File: config.mk
export PLATFORM = sky130hd
export DESIGN_NAME = debounce_bank
export DESIGN_NICKNAME = d
export VERILOG_FILES = /design/src/rtl/debounce_bank.sv
export SDC_FILE = /design/constraint.sdc
export NUM_CORES = 1
export LEC_CHECK = 0
export BUFFER_PORTS_ARGS = -buffer_cell sky130_fd_sc_hd__buf_4
export CORE_MARGIN = 2
export CORE_UTILIZATION = 60
export CTS_CLUSTER_SIZE = 40
export DETAILED_ROUTE_END_ITERATION = 12
export GPL_TIMING_DRIVEN = 0
export PLACE_DENSITY = 0.91
export SLEW_MARGIN = 20
export SYNTH_ARGS = -nofsm -noshare
export SYNTH_HDL_FRONTEND = slang
export SYNTH_SLANG_ARGS = --single-unit
File: constraint.sdc
create_clock -name clk -period 4.4 [get_ports clk]
set_clock_uncertainty 0.15 [all_clocks]
set_input_delay 0.88 -clock clk [delete_from_list [all_inputs] [get_ports clk]]
set_output_delay 0.88 -clock clk [all_outputs]
set_load 0.01 [all_outputs]
File: src/rtl/debounce_bank.sv
// debounce_bank: multi-channel pushbutton/switch conditioner.
// Each channel is synchronised, debounced against a shared sample tick, and
// produces a clean level plus registered rise, fall and long-press pulses.
module debounce_bank #(
  parameter int unsigned CHANNELS   = 4,
  parameter int unsigned TICK_DIV   = 1000,
  parameter int unsigned DB_TICKS   = 8,
  parameter int unsigned HOLD_TICKS = 500,
  parameter bit          INVERT     = 1'b0
) (
  input  logic                clk,
  input  logic                rst_n,
  input  logic                en,
  input  logic [CHANNELS-1:0] sig_i,
  output logic [CHANNELS-1:0] level_o,
  output logic [CHANNELS-1:0] rise_o,
  output logic [CHANNELS-1:0] fall_o,
  output logic [CHANNELS-1:0] hold_o
);

  localparam int unsigned PreW = (TICK_DIV > 1) ? $clog2(TICK_DIV) : 1;
  localparam int unsigned DbW  = (DB_TICKS > 1) ? $clog2(DB_TICKS) : 1;

  localparam logic [PreW-1:0] PreMax = PreW'(TICK_DIV - 1);
  localparam logic [DbW-1:0]  DbMax  = DbW'(DB_TICKS - 1);

  logic [CHANNELS-1:0] s1_q, s2_q;
  logic [PreW-1:0]     pre_q, pre_d;
  logic                tick;
  logic [CHANNELS-1:0] level_q, level_d;
  logic [CHANNELS-1:0] rise_q, rise_d;
  logic [CHANNELS-1:0] fall_q, fall_d;
  logic [CHANNELS-1:0] hold_q, hold_d;
  logic [CHANNELS-1:0] flip;

  // Two-flop synchroniser; runs independently of en so the sampled value is
  // always current when counting resumes.
  always_ff @(posedge clk or negedge rst_n) begin
    if (!rst_n) begin
      s1_q <= '0;
      s2_q <= '0;
    end else begin
      s1_q <= sig_i ^ {CHANNELS{INVERT}};
      s2_q <= s1_q;
    end
  end

  // Prescaler next state and shared sample tick.
  always_comb begin
    tick  = en && (pre_q == PreMax);
    pre_d = pre_q;
    if (en) begin
      pre_d = tick ? '0 : pre_q + PreW'(1);
    end
  end

  // Prescaler register.
  always_ff @(posedge clk or negedge rst_n) begin
    if (!rst_n) begin
      pre_q <= '0;
    end else begin
      pre_q <= pre_d;
    end
  end

  for (genvar i = 0; i < CHANNELS; i++) begin : g_ch
    logic [DbW-1:0] db_q, db_d;
    logic           flip_c;

    // Debounce counter: any matching tick discards the accumulated count.
    always_comb begin
      db_d   = db_q;
      flip_c = 1'b0;
      if (tick) begin
        if (s2_q[i] == level_q[i]) begin
          db_d = '0;
        end else if (db_q == DbMax) begin
          db_d   = '0;
          flip_c = 1'b1;
        end else begin
          db_d = db_q + DbW'(1);
        end
      end
    end

    // Debounce counter register.
    always_ff @(posedge clk or negedge rst_n) begin
      if (!rst_n) begin
        db_q <= '0;
      end else begin
        db_q <= db_d;
      end
    end

    assign flip[i] = flip_c;

    if (HOLD_TICKS > 0) begin : g_hold
      localparam int unsigned HoldW = $clog2(HOLD_TICKS + 1);
      localparam logic [HoldW-1:0] HoldMax = HoldW'(HOLD_TICKS);
      localparam logic [HoldW-1:0] HoldPre = HoldW'(HOLD_TICKS - 1);

      logic [HoldW-1:0] hcnt_q, hcnt_d;
      logic             fire;

      // Hold counter: clears while low, saturates so the pulse fires once per press.
      always_comb begin
        hcnt_d = hcnt_q;
        fire   = 1'b0;
        if (!level_q[i]) begin
          hcnt_d = '0;
        end else if (tick && (hcnt_q != HoldMax)) begin
          hcnt_d = hcnt_q + HoldW'(1);
          fire   = (hcnt_q == HoldPre);
        end
      end

      // Hold counter register.
      always_ff @(posedge clk or negedge rst_n) begin
        if (!rst_n) begin
          hcnt_q <= '0;
        end else begin
          hcnt_q <= hcnt_d;
        end
      end

      assign hold_d[i] = fire;
    end else begin : g_no_hold
      assign hold_d[i] = 1'b0;
    end
  end

  // Level and edge pulses: a flip always moves the level to the synchronised value,
  // so the new level alone decides rise versus fall.
  always_comb begin
    level_d = level_q ^ flip;
    rise_d  = flip & s2_q;
    fall_d  = flip & ~s2_q;
  end

  // Output registers; pulses only ever last one clk since tick gates flip/fire.
  always_ff @(posedge clk or negedge rst_n) begin
    if (!rst_n) begin
      level_q <= '0;
      rise_q  <= '0;
      fall_q  <= '0;
      hold_q  <= '0;
    end else begin
      level_q <= level_d;
      rise_q  <= rise_d;
      fall_q  <= fall_d;
      hold_q  <= hold_d;
    end
  end

  assign level_o = level_q;
  assign rise_o  = rise_q;
  assign fall_o  = fall_q;
  assign hold_o  = hold_q;

endmodule
* Word level (Yosys, flattened, before mapping)
Cells that the tools add are included.
** Storage, ports and cells
- Input bits :: 7
- Bits in registers :: 82
** Operators by class
- Mux-type cells :: 37
- Add/sub/neg operators :: 9
- Equal/unequal tests :: 21
- Reduce and logical (&&, ||, !) cells :: 5
- Bitwise logic cells :: 4
** Operators by type and width (number)
- $mux 9 :: 8
- $add 9x1->9 const B :: 4
- $eq 9x9->1 const B :: 4
- $ne 9x9->1 const B :: 4
- $mux 3 :: 8
- $mux 1 :: 20
- $add 3x1->3 const B :: 4
- $eq 3x3->1 const B :: 4
- $add 10x1->10 const B :: 1
- $eq 10x10->1 const B :: 1
- $mux 10 :: 1
- $and 4x4->4 :: 2
- $ne 2x1->1 const B :: 4
- $logic_and 1x1->1 :: 5
- $eq 1x1->1 :: 4
- $not 4->4 :: 1
- $xor 4x4->4 :: 1

* Logic depth before layout (Yosys ltp)
- Depth in word-level cells :: 5
- Gate-level depth with buffers :: 7
- Gate-level depth less buffers :: 6

* Least setup slack after synthesis
No wires, ideal clock.
- Kind :: input to register
- From :: in en
- To :: reg g_ch[2].g_hold.hcnt_q[5]
- Path buffers :: 1
- Required time :: 4.172 ns
- Library setup time :: 0.078 ns
- Path slack :: 1.917 ns
- Arrival :: 2.255 ns
- Cell stages on the path :: 5
- Cell sequence :: clkbuf_2 > nand2_1 > or4_4 > or4_1 > a21oi_1
** Between the ends
- Word-level cells in the longest chain between the ends :: 3
** Ends and longest elaborated chain
- start, declared :: line 13 : input logic en,
- $logic_and 1x1->1 :: line 50 : tick = en && (pre_q == PreMax);
- $logic_and 1x1->1 :: line 111 : end else if (tick && (hcnt_q != HoldMax)) begin
- $ne 2x1->1 (no line)
- end signal, assigned :: line 122 : hcnt_q <= hcnt_d;
- end, declared :: line 102 : logic [HoldW-1:0] hcnt_q, hcnt_d;
Every way passes these cells.
A chain may end at the register's enable or synchronous reset.

* Worst setup path after layout
- From :: in en
- To :: reg g_ch[0].g_hold.hcnt_q[2]
** Between the ends
- Word-level cells in the longest chain between the ends :: 3
** Ends and longest elaborated chain (line)
- $logic_and 1x1->1 :: 50
- $logic_and 1x1->1 :: 111
- $ne 2x1->1 (no line)
- end signal, assigned :: 122
- end, declared :: 102
Every way passes these cells.

==> results.tsv <==
metric	value	unit
antenna_cells	0	
cts_max_level	3	
drt_wl_total	7945	um
core	0.006350	sq mm
syn-instance-count	392	
hold_violations	0	
dp.cells	490	
rows	29	
area_delta_synth_final	12.97	%
start_util	62.31	%
synth_edf_count	0	
cts_buffer_depth	2	
syn_avg_cell_area	10.09	sq um
postSynth.asyncResetShare	100.0	%
tns	0	ns
ctsHoldBuffers	0	
dieArea	0.007259	sq mm
maxCapViolCount	0	
drcViolationCount	0	
synth_area	0.003956	sq mm
fmax	378.8	MHz
worst_pin_slew	0.8324	ns
vias_per_cell	5.996	
p_per_area	362.6	mW/mm^2
finalCritPeriodShare	59.99	%
cp-end-kind	flip-flop	
port_buffers	21	
clkSinkCount	82	
ios	23	
required	4.47	ns
yosysSeqAreaShare	51.87	%
cts_tree	done	
ir_drop	0.2645	mV
first_iter_violations	195	
antenna_found_initial	0	
hold_class	flip-flop to flip-flop	
insertion_delay	0.35	ns
drtPass1Iterations	4	
fin_area	0.004469	sq mm
cp-start-kind	primary input	
cts_resized	0	
layout_commonest_cell	dfrtp_1	
rsz0062_at_grt	false	
ys.flop_type	dfrtp_1	
dpl_cell_area	0.004210	sq mm
wire_per_inst	15.73	um
finalWeightedCongestion	0.8130	
crit_type	primary input to flip-flop	
grt.total_usage	23.87	%
cts_buffers	9	
dp_hpwl	5329	um
drtAntennaViolNets	0	
chipHeight	85.20	um
layout.nets	448	
dieWidth	85.20	um
crit_fanout	10	
ys_ff_latch	82	
post_cts_buffers	0	
final_cell_mix	82 x dfrtp_1, 67 x nand2_1, 26 x nand3_1	
n_fill_cell	416	
grt_pass1_vias	3043	
power.total	1.621	mW
grt_pass1_wl	13740	um
ys_types	46	
max_slew_margin	44.08	%
syn_nets	416	
path_clk_slew	0.08	ns
via_count	3028	
final_max_slew_viol_count	0	
yosysWarnings	0	
status	finished, final reports clean	
root_buffer	clkbuf_8	
leakagePower	1.991	nW
grt_max_degree	83	
layout-drive-gt1-share	12.15	%
overflow	0	
setup-violations-final	0	
final.min_clock_period	2.640	ns
critical_path_arrival	2.71	ns
fin_cells	505	
-- kinds of logic after synthesis --
group	Yosys count	share of synthesized area [%]
AO/OA/AOI/OAI	43	7.053
XOR/XNOR	13	2.878
adder cells (fa/ha/maj)	17	5.376
buffers and inverters	32	3.099
flip-flops	82	51.87
multiplexers	18	4.712
AND/OR/NAND/NOR	187	25.02
-- path summary, 6_finish.rpt --
path / start / to / slack [ns] / depth (start not counted)
setup / recovery: en / g_ch[0].g_hold.hcnt_q[2] / 1.76 / 7
max in group asynchronous: rst_n / g_ch[1].g_hold.hcnt_q[0] / 3.21 / 1
min in group asynchronous: rst_n / pre_q[9] / 0.42 / 1
setup reg to reg: pre_q[0] / g_ch[0].g_hold.hcnt_q[2] / 1.80 / 7
hold / removal: s1_q[0] / s2_q[0] / 0.20 / 0
hold reg to reg: s1_q[0] / s2_q[0] / 0.20 / 0
-- sequential cells by signal, summed over array words and instances (netlist names) --
name,count
level_o,4
g_ch.g_hold.hcnt_q,36
s2_q,4
pre_q,10
s1_q,4
fall_o,4
g_ch.db_q,12
rise_o,4
hold_o,4
-- critical path, stage by stage --
cell and delay (ns):
clkbuf_2 0.15, and2_1 0.22, nand3_1 0.20, clkbuf_1 0.42
clkbuf_1 0.49, o21ai_0 0.17, o21bai_1 0.18
-- Yosys cell counts, drive strengths merged, types with 6 or more instances --
master / number / share of area [%]
a21oi: 11 / 1.4
clkbuf: 12 / 1.2
dfrtp: 82 / 52
ha: 17 / 5.4
inv: 19 / 1.8
mux2i: 13 / 3.3
nand2: 67 / 6.4
nand2b: 6 / 0.95
nand3: 26 / 3.3
nand4: 9 / 1.6
nor2: 20 / 1.9
nor3: 10 / 1.3
nor3b: 6 / 1.1
nor4: 6 / 0.95
o21ai: 10 / 1.3
or4: 10 / 2.1
xnor2: 8 / 1.8
-- through the flow --
step                setup slack, ns  util, %  hold slack (ns)
floorplan                     1.917        -           0.1812
global placement              1.533    66.31           0.1832
detailed placement            1.465    66.31           0.1847
CTS                           1.821    70.33           0.2005
global route                  1.673    70.38           0.2024
finish                        1.760    70.38           0.2008
-- power by group --
group	internal, mW	leakage [nW]	switching (mW)
clock network	0.431	0.123	0.266
logic	0.0445	0.752	0.0505
registers	0.784	1.12	0.0444
total	1.26	1.99	0.360
-- layer usage --
metal	vias to the layer above	share of wire, %	global-route usage (%)
met5	-	0	0
met4	0	1.5	10.53
met3	9	3.9	4.669
met2	67	50	38.28
met1	1498	45	31.82
li1	1454	-	-
-- layout make-up --
type                    count  area, sq um  share of cell area [%]
clock buffers              10        127.6                   2.856
plain buffers              13        51.30                   1.148
flip-flops and latches     82         2052                   45.91
well taps                  77        96.34                   2.156
inverters                  19        71.32                   1.596
repair buffers             21        161.4                   3.611
multi-input cells         278         1782                   39.87
clock inverters             5        127.6                   2.856
Power figures use the tool's default switching activity.
